===== src/rtl/ex_wb_skid_buffer_pkg.sv =====
// ex_wb_skid_buffer_pkg
//   Shared constants and the state encoding for the execute->writeback buffer.
//   Payload layout inside the 40-bit registers, MSB first:
//     [39:8] result, [7:5] dreg, [4:1] flags, [0] we
package ex_wb_skid_buffer_pkg;

   localparam int EXWB_DATA_W    = 32;
   localparam int EXWB_DREG_W    = 3;
   localparam int EXWB_FLAG_W    = 4;
   localparam int EXWB_PAYLOAD_W = EXWB_DATA_W + EXWB_DREG_W + EXWB_FLAG_W + 1;

   // Encoding doubles as the occupancy count.
   typedef enum logic [1:0] {
      EXWB_EMPTY = 2'd0,
      EXWB_ONE   = 2'd1,
      EXWB_FULL  = 2'd2
   } exwb_state_e;

endpackage


===== src/rtl/reg40_en.sv =====
// reg40_en
//   40-bit register with load enable and asynchronous active-high clear.
//   Ports:
//     clk_i  : clock, rising edge
//     clr_i  : asynchronous clear to zero, active high
//     en_i   : load d_i on the next rising edge
//     d_i    : next value
//     q_o    : registered value
module reg40_en
   import ex_wb_skid_buffer_pkg::*;
(
   input  logic                      clk_i,
   input  logic                      clr_i,
   input  logic                      en_i,
   input  logic [EXWB_PAYLOAD_W-1:0] d_i,
   output logic [EXWB_PAYLOAD_W-1:0] q_o
);

   logic [EXWB_PAYLOAD_W-1:0] data_q;

   always_ff @(posedge clk_i or posedge clr_i) begin
      if (clr_i) begin
         data_q <= '0;
      end else if (en_i) begin
         data_q <= d_i;
      end
   end

   assign q_o = data_q;

endmodule


===== src/rtl/ex_wb_skid_buffer.sv =====
// ex_wb_skid_buffer
//   Two-entry valid/ready buffer between execute and writeback. Holds the ALU
//   result with its destination register, flags and write enable until
//   writeback accepts it. in_ready depends on the state register only, so no
//   combinational path runs from out_ready back to in_ready.
//   Handshake: a transfer happens on a rising edge where valid and ready are
//   both 1 on that side; the sender keeps payload stable while valid=1 and
//   ready=0, and payload is don't-care while valid=0.
//   Ports:
//     clk, reset (async, active high), flush (sync discard of all entries)
//     in_valid/in_ready + in_result/in_dreg/in_flags/in_we   : from execute
//     out_valid/out_ready + out_result/out_dreg/out_flags/out_we : to writeback
//     occupancy : entries held (0..2), equal to the FSM state encoding
module ex_wb_skid_buffer
   import ex_wb_skid_buffer_pkg::*;
#(
   parameter int DATA_W = 32,
   parameter int DREG_W = 3,
   parameter int FLAG_W = 4
) (
   input  logic              clk,
   input  logic              reset,
   input  logic              flush,
   input  logic              in_valid,
   output logic              in_ready,
   input  logic [DATA_W-1:0] in_result,
   input  logic [DREG_W-1:0] in_dreg,
   input  logic [FLAG_W-1:0] in_flags,
   input  logic              in_we,
   output logic              out_valid,
   input  logic              out_ready,
   output logic [DATA_W-1:0] out_result,
   output logic [DREG_W-1:0] out_dreg,
   output logic [FLAG_W-1:0] out_flags,
   output logic              out_we,
   output logic [1:0]        occupancy
);

   exwb_state_e state_q, state_d;

   logic                      push, pop;
   logic                      head_en, skid_en, head_from_skid;
   logic [EXWB_PAYLOAD_W-1:0] in_payload, head_d, head_q, skid_q;

   assign in_ready  = (state_q != EXWB_FULL);
   assign out_valid = (state_q != EXWB_EMPTY);
   assign push      = in_valid & in_ready;
   assign pop       = out_valid & out_ready;

   assign in_payload = {in_result, in_dreg, in_flags, in_we};

   // Head loads either the incoming result or, when draining FULL, the skid
   // entry. Wide result field and the 8 side bits are muxed separately.
   assign head_d[EXWB_PAYLOAD_W-1:8] = head_from_skid ? skid_q[EXWB_PAYLOAD_W-1:8]
                                                      : in_payload[EXWB_PAYLOAD_W-1:8];
   assign head_d[7:0]                = head_from_skid ? skid_q[7:0] : in_payload[7:0];

   always_ff @(posedge clk or posedge reset) begin
      if (reset) begin
         state_q <= EXWB_EMPTY;
      end else begin
         state_q <= state_d;
      end
   end

   always_comb begin
      state_d        = state_q;
      head_en        = 1'b0;
      skid_en        = 1'b0;
      head_from_skid = 1'b0;
      if (flush) begin
         // Data registers keep stale contents; they are invalid once EMPTY.
         state_d = EXWB_EMPTY;
      end else begin
         case (state_q)
            EXWB_EMPTY: begin
               if (push) begin
                  state_d = EXWB_ONE;
                  head_en = 1'b1;
               end
            end
            EXWB_ONE: begin
               if (push && pop) begin
                  head_en = 1'b1;
               end else if (push) begin
                  state_d = EXWB_FULL;
                  skid_en = 1'b1;
               end else if (pop) begin
                  state_d = EXWB_EMPTY;
               end
            end
            EXWB_FULL: begin
               if (pop) begin
                  state_d        = EXWB_ONE;
                  head_en        = 1'b1;
                  head_from_skid = 1'b1;
               end
            end
            default: state_d = EXWB_EMPTY;
         endcase
      end
   end

   reg40_en u_head (
      .clk_i (clk),
      .clr_i (reset),
      .en_i  (head_en),
      .d_i   (head_d),
      .q_o   (head_q)
   );

   reg40_en u_skid (
      .clk_i (clk),
      .clr_i (reset),
      .en_i  (skid_en),
      .d_i   (in_payload),
      .q_o   (skid_q)
   );

   assign out_result = head_q[EXWB_PAYLOAD_W-1:8];
   assign out_dreg   = head_q[7:5];
   assign out_flags  = head_q[4:1];
   assign out_we     = head_q[0];
   assign occupancy  = state_q;

endmodule


===== config.mk =====
export PLATFORM = sky130hd
export DESIGN_NAME = ex_wb_skid_buffer
export DESIGN_NICKNAME = d
export VERILOG_FILES = /design/src/rtl/ex_wb_skid_buffer_pkg.sv /design/src/rtl/reg40_en.sv /design/src/rtl/ex_wb_skid_buffer.sv
export SDC_FILE = /design/constraint.sdc
export NUM_CORES = 1
export LEC_CHECK = 0
export ABC_AREA = 1
export ABC_CLOCK_PERIOD_IN_PS = 3200
export CAP_MARGIN = 20
export CELL_PAD_IN_SITES_DETAIL_PLACEMENT = 0
export CELL_PAD_IN_SITES_GLOBAL_PLACEMENT = 1
export CORE_UTILIZATION = 37
export DETAILED_ROUTE_END_ITERATION = 16
export PLACE_DENSITY_LB_ADDON = 0.25
export SLEW_MARGIN = 40
export SYNTH_ARGS = -nofsm -noshare
export SYNTH_HDL_FRONTEND = slang
export SYNTH_SLANG_ARGS = --single-unit

===== constraint.sdc =====
create_clock -name clk -period 3.2 [get_ports clk]
set_input_delay 0.64 -clock clk [delete_from_list [all_inputs] [get_ports clk]]
set_output_delay 0.64 -clock clk [all_outputs]
set_load 0.02 [all_outputs]

==> results of run 1 <==
==> cell usage in the layout (no fill, tap or decap), drive strengths merged, types with 3 or more instances in the layout <==
master and instances:
clkdlybuf4s50 88, dfrtp 82, nand4 3, bufinv 3, buf 4, inv 47, nand3 4, nor2 3
nand2 211, clkbuf 12, o21ai 82
==> worst register-to-register path, stage by stage (launching register included) <==
cell and delay, ns:
dfrtp_1 0.47, nor2_1 0.25, nand2_4 0.44, o21ai_0 0.38, nand2_1 0.08, nand2_1 0.07
==> how the worst max path moves through the flow <==
stage | from | to | slack (ns) | cells after the start
6_report | occupancy[1] | out_valid | 0.92 | 3
5_1_grt | occupancy[1] | out_valid | 0.82 | 3
4_1_cts | occupancy[1] | out_valid | 0.90 | 3
2_1_floorplan | reset | occupancy[0] | 0.45 | 1
3_3_place_gp | out_ready | u_head.q_o[32] | 0.71 | 7
3_5_place_dp | out_ready | u_head.q_o[32] | 0.69 | 7
==> cell type report <==
cell class	count	area (um2)
fill	1008	5260
sequential	82	2052
multi-input combinational	304	1470
timing repair buffer	92	935.9
inverter	48	182.7
tap	136	170.2
clock buffer	12	155.1
clock inverter	4	97.59
==> sequential cells by signal, indices dropped and copies added, names as in the netlist <==
register,cells
u_head.q_o,40
u_skid.q_o,40
occupancy,2
==> routing by layer <==
layer / vias up / wire length (um)
met4: 0 / 78
met2: 54 / 3574
met5: - / 0
met1: 1383 / 4218
met3: 5 / 324
li1: 1575 / -
==> kinds of logic (layout without fill, tap and decap cells) <==
family | Yosys count | in the layout | synth area share (%)
AOI/OAI and AO/OA | 83 | 83 | 14.39
buffers and inverters | 73 | 156 | 10.95
DFF | 82 | 82 | 51.88
and+or+nand+nor | 221 | 221 | 22.78
==> report_power, final <==
| group | total, mW | internal [mW] | leakage, nW | switching [mW] |
|---|---|---|---|---|
| combinational | 1.16 | 0.546 | 1.37 | 0.613 |
| clock | 0.922 | 0.562 | 0.123 | 0.360 |
| sequential | 1.53 | 1.40 | 1.00 | 0.135 |
==> synth_stat cells <==
cell,number,area (um2)
nand2_4,1,11.26
nor2_1,1,3.750
nand3_2,1,10.01
inv_2,3,11.26
nor2_8,2,40.04
buf_2,4,20.02
nand3_1,3,15.01
nand2_1,207,777.0
o21ai_0,41,205.2
inv_1,44,165.2
nand4_1,2,12.51
buf_4,1,7.510
nand4_2,1,12.51
dfrtp_1,82,2052
buf_6,20,225.2
clkinv_1,1,3.750
o21ai_2,41,359.1
a21oi_1,1,5.000
nand2_2,3,18.77
==> stage by stage <==
step	util, %	instance area, um2	instances
2_1_floorplan	-	3955	459
3_3_place_gp	46.59	4810	662
3_5_place_dp	46.59	4810	662
4_1_cts	49.04	5062	678
5_1_grt	49.05	5064	678
6_report	49.05	5064	678
==> qor.yml, run 1 <==
r2r_end: "u_head.q_o[6]"
cts_root_buf: "clkbuf_8"
finalSetupTns_ns: 0
crit_path_max_fanout: 7
r2r_start: "occupancy[0]"
first_pass_iters: 4
clk_latency_ns: 0.34
timing.reg2reg.worst_path_depth: 5
vdd_drop_max_mv: 0.2799
synth_cell_types: 19
cp-end-kind: "output port"
die_y_um: 105.4
avgRoutedWirePerCell_um: 12.09
rsz0062_at_grt: "false"
start_kind: "flop"
syn_avg_cell_area_um2: 8.617
cts_tree: "yes"
drtAntennaViolNets: 0
grt_max_degree: 81
cts_max_level: 3
row_count: 37
r2r_setup_slack_ns: 1.46
period_share_pct: 71.13
power.total_mw: 3.613
syn-num-nets: 504
clk_pin_slew_ns: 0.08
p_per_area_nw_per_um2: 713.5
path_buf_inv: 2
core_area_um2: 10320
gr-usage-met3_pct: 3.216
grt_usage_pct: 15.61
timing.hold.ws_ns: 0.4798
area_growth_pct: 28.03
routabilityCongestion: 0.7633
drive_above_1_share_pct: 13.28
min_period_ns: 2.276
finalWorstSetupSlack_ns: 0.9239
max_stage_delay_ns: 0.62
drt_iter0_markers: 96
io-pin-count: 89
die_area_um2: 11110
finalHoldViolations: 0
nNetsFinal: 582
initial_core_util_pct: 38.31
critPathArrivalTime_ns: 1.64
cpMaxStageDelayCell: "clkdlybuf4s50_1"
route.vias.total: 3017
post_cts_buffers: 0
antenna_found_initial: 0
cp.required_ns: 2.56
drc: 0
min_path_type: "flop to flop"
grt_pass1_vias: 2754
hold_depth: 2
crit_type: "flop to output port"
synth-seq-cells: 82
netlist_area_um2: 3955
diodes: 0
clk_path_buf_depth: 2
status: "complete, no violations"
critPathTopFamily: "buffers and inverters"
slew_violations: 0
post-place-ws_ns: 0.6867
p_leak_nw: 2.496
cts_buffers: 9
via_per_inst: 4.450
path_cells: "inv_2, nand2_1, clkdlybuf4s50_1"
ctsHoldBuffers: 0
grtUsageMet2_pct: 22.23
cts_resized: 0
fmax_ghz: 0.4394
globalRouteOverflowTotal: 0
worstHoldStart: "u_head.q_o[32]"
die_w_um: 105.4
grt_busiest_layer: "met1"
use_met1_pct: 23.29
skew_ns: 0.008269
min_to: "u_head.q_o[32]"
wl_mm: 8.196
netlist_instances: 459
hpwl_mm: 5.103
clock_sinks: 82
setup_viol_count_final: 0
io_buffers: 88
drv_cap: 0
grt_pass1_wl_mm: 13.64
slew_headroom_pct: 51.92
ys_seq_area_share_pct: 51.88
worst_slew_pin_slew_ns: 0.7205
yosysWarningCount: 0
Power figures use the tool's default switching activity.
==> inputs of run 2 (changes only) <==
--- a/config.mk
+++ b/config.mk
@@ -6,11 +6,11 @@
 export NUM_CORES = 1
 export LEC_CHECK = 0
 export ABC_AREA = 1
-export ABC_CLOCK_PERIOD_IN_PS = 3200
+export ABC_CLOCK_PERIOD_IN_PS = 1900
 export CAP_MARGIN = 20
 export CELL_PAD_IN_SITES_DETAIL_PLACEMENT = 0
 export CELL_PAD_IN_SITES_GLOBAL_PLACEMENT = 1
-export CORE_UTILIZATION = 37
+export CORE_UTILIZATION = 34
 export DETAILED_ROUTE_END_ITERATION = 16
 export PLACE_DENSITY_LB_ADDON = 0.25
 export SLEW_MARGIN = 40
==> constraint.sdc (replaced) <==
create_clock -name clk -period 1.9 [get_ports clk]
set_input_delay 0.38 -clock clk [delete_from_list [all_inputs] [get_ports clk]]
set_output_delay 0.38 -clock clk [all_outputs]
set_load 0.02 [all_outputs]
==> run 2 against run 1 <==
Compared with the run above: critical path depth did not move; register-to-register slack got worse by 0.97 ns; die area rose by 8.7%; critical endpoint unchanged; global-route usage rose by 0.056 points; clock skew fell by 0.0032 ns; non-clock buffer count rose by 9; worst setup slack got worse by 0.80 ns; via count rose by 3.2%; flip-flop and latch count did not move; worst hold slack got worse by 0.0033 ns; power rose by 79%.
==> qor.yml, run 2 (synthesis gave the netlist of run 1 again) <==
status: "complete, no violations"
p_per_area_nw_per_um2: 1224
combPwrFrac_pct: 30.8
intPower_mw: 4.520
grt_usage_pct: 15.66
final_area_um2: 5270
drv_cap: 0
period_share_pct: 93.61
min_path_type: "flop to flop"
cp.required_ns: 1.52
cts_tree: "yes"
skew_ns: 0.005066
final_core_util_pct: 46.35
worstHoldStart: "u_head.q_o[2]"
grt_pass1_wl_mm: 14.19
timing.reg2reg.worst_path_depth: 7
fmax_ghz: 0.5623
start_kind: "flop"
vdd_drop_max_mv: 0.4784
timing.hold.ws_ns: 0.4765
crit_type: "flop to output port"
clk_path_buf_depth: 2
p_leak_nw: 2.609
routabilityCongestion: 0.7474
swShare_pct: 29.96
clkPwrFrac_pct: 29.2
clock_sinks: 82
route.vias.total: 3114
fillCellCount: 1106
nNetsFinal: 591
seqPwrFrac_pct: 40.0
critPathArrivalTime_ns: 1.40
hpwl_mm: 5.684
globalRouteOverflowTotal: 0
slew_headroom_pct: 68.57
die_area_um2: 12070
die_y_um: 109.9
area_growth_pct: 33.25
cts_root_buf: "clkbuf_16"
drive_above_1_share_pct: 14.36
drc: 0
avgRoutedWirePerCell_um: 12.44
first_pass_iters: 4
r2r_end: "u_head.q_o[7]"
wl_mm: 8.624
setup_viol_count_final: 0
diodes: 0
p_switching_mw: 1.933
crit_path_max_fanout: 7
post_cts_buffers: 0
row_count: 39
rsz0062_at_grt: "false"
cts_buffers: 9
r2r_start: "occupancy[0]"
grt_max_degree: 83
via_per_inst: 4.494
antenna_found_initial: 0
finalHoldViolations: 0
placed_area_um2: 4951
io-pin-count: 89
core_area_um2: 11370
clk_pin_slew_ns: 0.06
min_to: "u_head.q_o[2]"
worst_slew_pin_slew_ns: 0.4714
mostFrequentLayoutCells: "nand2_1 (207), clkdlybuf4s50_1 (84), dfrtp_1 (82)"
drtAntennaViolNets: 0
cts_max_level: 3
post-place-cells: 678
cp-end-kind: "output port"
io_buffers: 88
final_cells: 693
ctsHoldBuffers: 0
die_w_um: 109.9
initial_core_util_pct: 34.79
hold_depth: 2
slew_violations: 0
grt_pass1_vias: 2959
drt_iter0_markers: 147
min_period_ns: 1.779
layout_commonest_cell: "nand2_1"
r2r_setup_slack_ns: 0.49
finalSetupTns_ns: 0
clk_latency_ns: 0.33
==> run 2: cell count changes in the layout (fill, tap and decap cells not counted), moves of 3 or more <==
cell | before | now
clkbuf_8 | 11 | 2
clkbuf_16 | 0 | 9
buf_4 | 2 | 6
buf_12 | 2 | 7
dlygate4sd2_1 | 0 | 3
clkdlybuf4s50_1 | 88 | 84
==> run 2: how the worst max path moves through the flow <==
stage                       from              to  depth (start not counted)
detailed placement         flush  u_head.q_o[12]                          8
finish              occupancy[1]       out_valid                          3
floorplan           occupancy[1]   u_head.q_o[0]                          8
CTS                 occupancy[0]    occupancy[0]                          1
global route        occupancy[1]       out_valid                          3
global placement        in_valid  u_head.q_o[33]                          8
==> run 2: per-layer routing <==
layer / up-vias / track usage, % / wire (um) / share of wire, %
met5: - / 0 / 0 / 0
met4: 0 / 6.000 / 125 / 1.4
met3: 10 / 4.090 / 355 / 4.1
met2: 59 / 25.45 / 4037 / 47
met1: 1452 / 19.86 / 4105 / 48
li1: 1593 / - / - / -
==> run 2: critical path: stages, from the launching register on <==
cell and delay [ns]:
dfrtp_1 0.49, inv_2 0.08, nand2_1 0.11, dlygate4sd2_1 0.39
==> run 2: area by class of cell <==
| cell class | instances | area, um2 | area share [%] |
|---|---|---|---|
| inverters | 48 | 183.9 | 3.490 |
| repair buffers | 101 | 1065 | 20.20 |
| clock inverters | 2 | 60.06 | 1.140 |
| flip-flops and latches | 82 | 2052 | 38.94 |
| clock buffers | 13 | 260.3 | 4.938 |
| multi-input cells | 304 | 1470 | 27.90 |
| well taps | 143 | 178.9 | 3.395 |
==> run 2: power by group through the flow <==
stage / logic (mW) / clock network (mW) / registers [mW]
after global routing: 2.23 / 2.00 / 2.65
after floorplan: 1.01 / 0 / 2.85
after detailed placement: 2.02 / 0 / 2.62
after global placement: 1.99 / 0 / 2.60
final: 1.99 / 1.88 / 2.58
after CTS: 2.03 / 1.94 / 2.59
==> run 2: through the flow <==
stage	worst slack, ns	total power [mW]
3_3_place_gp	0.1514	4.595
3_5_place_dp	0.1037	4.636
5_1_grt	0.06156	6.869
2_1_floorplan	0.4712	3.863
4_1_cts	0.01901	6.558
6_report	0.1215	6.453
==> run 2: timing repair <==
action                                  CTS  global route
resized for setup                         3             1
pin swaps                                 0             0
endpoints found under the setup margin    3             1
==> inputs of run 3 (changes only) <==
--- a/config.mk
+++ b/config.mk
@@ -10,7 +10,8 @@
 export CAP_MARGIN = 20
 export CELL_PAD_IN_SITES_DETAIL_PLACEMENT = 0
 export CELL_PAD_IN_SITES_GLOBAL_PLACEMENT = 1
-export CORE_UTILIZATION = 34
+export CORE_UTILIZATION = 35
+export CTS_BUF_LIST = sky130_fd_sc_hd__clkbuf_4
 export DETAILED_ROUTE_END_ITERATION = 16
 export PLACE_DENSITY_LB_ADDON = 0.25
 export SLEW_MARGIN = 40
==> run 3 against run 2 <==
Compared with the run above: via count up 0.39%; clock skew up 0.0081 ns; count of clock-buffer cells in the layout down 2; power down 16%; critical path type unchanged.
==> qor.yml, run 3 (synthesis gave the netlist of run 1 again) <==
status: "complete, no violations"
drv_cap: 0
drc: 0
critPathTopFamily: "buffers and inverters"
setup_viol_count_final: 0
avgRoutedWirePerCell_um: 12.60
hpwl_mm: 5.767
cpMaxStageDelayCell: "clkdlybuf4s50_1"
via_per_inst: 4.530
cts_root_buf: "clkbuf_4"
path_buf_inv: 1
grt_pass1_vias: 2992
grt_pass1_wl_mm: 14.54
rsz0062_at_grt: "false"
ctsHoldBuffers: 0
die_w_um: 108.3
drive_above_1_share_pct: 14.55
cp-startpoint: "u_head.q_o[20]"
r2r_setup_slack_ns: 0.48
nNetsFinal: 590
fmax_ghz: 0.5492
crit_path_max_fanout: 2
p_per_area_nw_per_um2: 1075
area_growth_pct: 27.46
clkPwrFrac_pct: 15.8
swShare_pct: 34.10
cp.required_ns: 1.52
clk_pin_slew_ns: 0.13
intPower_mw: 3.571
timing.reg2reg.worst_path_depth: 6
min_path_type: "input pin to async pin"
seqPwrFrac_pct: 47.7
start_kind: "flop"
finalWorstSetupSlack_ns: 0.07925
initial_core_util_pct: 36.17
grt_max_degree: 57
r2r_start: "occupancy[1]"
wl_mm: 8.693
die_area_um2: 11730
path_depth: 1
finalSetupTns_ns: 0
drtAntennaViolNets: 0
combPwrFrac_pct: 36.5
critPathArrivalTime_ns: 1.44
cts_tree: "yes"
antenna_found_initial: 0
clk_path_buf_depth: 2
final_core_util_pct: 46.10
core_area_um2: 10940
p_switching_mw: 1.848
skew_ns: 0.01312
cts_max_level: 3
slew_violations: 0
worst_slew_pin_slew_ns: 0.4527
grt_usage_pct: 16.19
clk_latency_ns: 0.42
min_period_ns: 1.821
post-place-ws_ns: 0.1036
clock_sinks: 82
multi_input_area_um2: 1470
vdd_drop_max_mv: 0.4979
critPathCapture: "out_result[12]"
finalHoldViolations: 0
power.total_mw: 5.419
crit_type: "flop to output port"
slew_headroom_pct: 69.76
placed_area_um2: 4940
layout_commonest_cell: "nand2_1"
seq_area_um2: 2054
r2r_end: "u_skid.q_o[32]"
io-pin-count: 89
max_stage_delay_ns: 0.62
p_leak_nw: 2.496
io_buffers: 88
fillCellCount: 1119
mostFrequentLayoutCells: "nand2_1 (207), clkdlybuf4s50_1 (84), dfrtp_1 (80)"
first_pass_iters: 4
die_y_um: 108.3
cts_buffers: 9
row_count: 38
diodes: 0
drt_iter0_markers: 152
route.vias.total: 3126
period_share_pct: 95.83
globalRouteOverflowTotal: 0
final_area_um2: 5041
routabilityCongestion: 0.6873
cp-end-kind: "output port"
path_cells: "clkdlybuf4s50_1"
run 3: cell types whose count changed in the layout (fill, tap and decap cells not counted), sizes merged:
| cell | before | now |
|---|---|---|
| dlymetal6s2s | 1 | 0 |
| bufinv | 2 | 0 |
| buf | 13 | 12 |
| dlygate4sd2 | 3 | 4 |
| clkbuf | 13 | 11 |
| clkinv | 1 | 6 |
run 3: stage by stage:
step                std cells  hold WS [ns]
global route              690        0.3121
finish                    690        0.3118
global placement          674        0.4627
floorplan                 459        0.4882
CTS                       690        0.2972
detailed placement        674        0.4635
run 3: worst min path at each step:
stage,slack [ns],start,endpoint
floorplan,0.49,u_skid.q_o[0],u_skid.q_o[0]
detailed placement,0.46,u_head.q_o[39],u_head.q_o[39]
finish,0.31,reset,u_skid.q_o[0]
global route,0.31,reset,u_head.q_o[0]
CTS,0.30,reset,u_head.q_o[8]
global placement,0.46,u_head.q_o[27],u_head.q_o[27]
run 3: final cells by class:
cell class              count  area share (%)
inverters                  48           3.649
clock buffers              11           1.638
well taps                 140           3.475
flip-flops and latches     82           40.75
repair buffers            100           20.90
multi-input cells         304           29.16
clock inverters             5          0.4219
run 3: routing by layer:
| metal | GRT usage, % | vias up | wire (um) |
|---|---|---|---|
| met5 | 0 | - | 0 |
| met4 | 5.502 | 0 | 104 |
| met3 | 3.858 | 8 | 400 |
| met2 | 26.02 | 66 | 4117 |
| met1 | 21.40 | 1461 | 4071 |
| li1 | - | 1591 | - |
run 3: timing repair:
action,CTS,global route
buffers inserted,0,0
endpoints found under the setup margin,4,0
resized for setup,6,0
run 3: power groups by stage:
stage	clock network (mW)	logic, mW	registers (mW)
2_1_floorplan	0	1.01	2.85
3_3_place_gp	0	1.97	2.62
3_5_place_dp	0	2.02	2.63
4_1_cts	0.917	2.02	2.59
5_1_grt	0.973	2.21	2.65
6_report	0.857	1.98	2.58
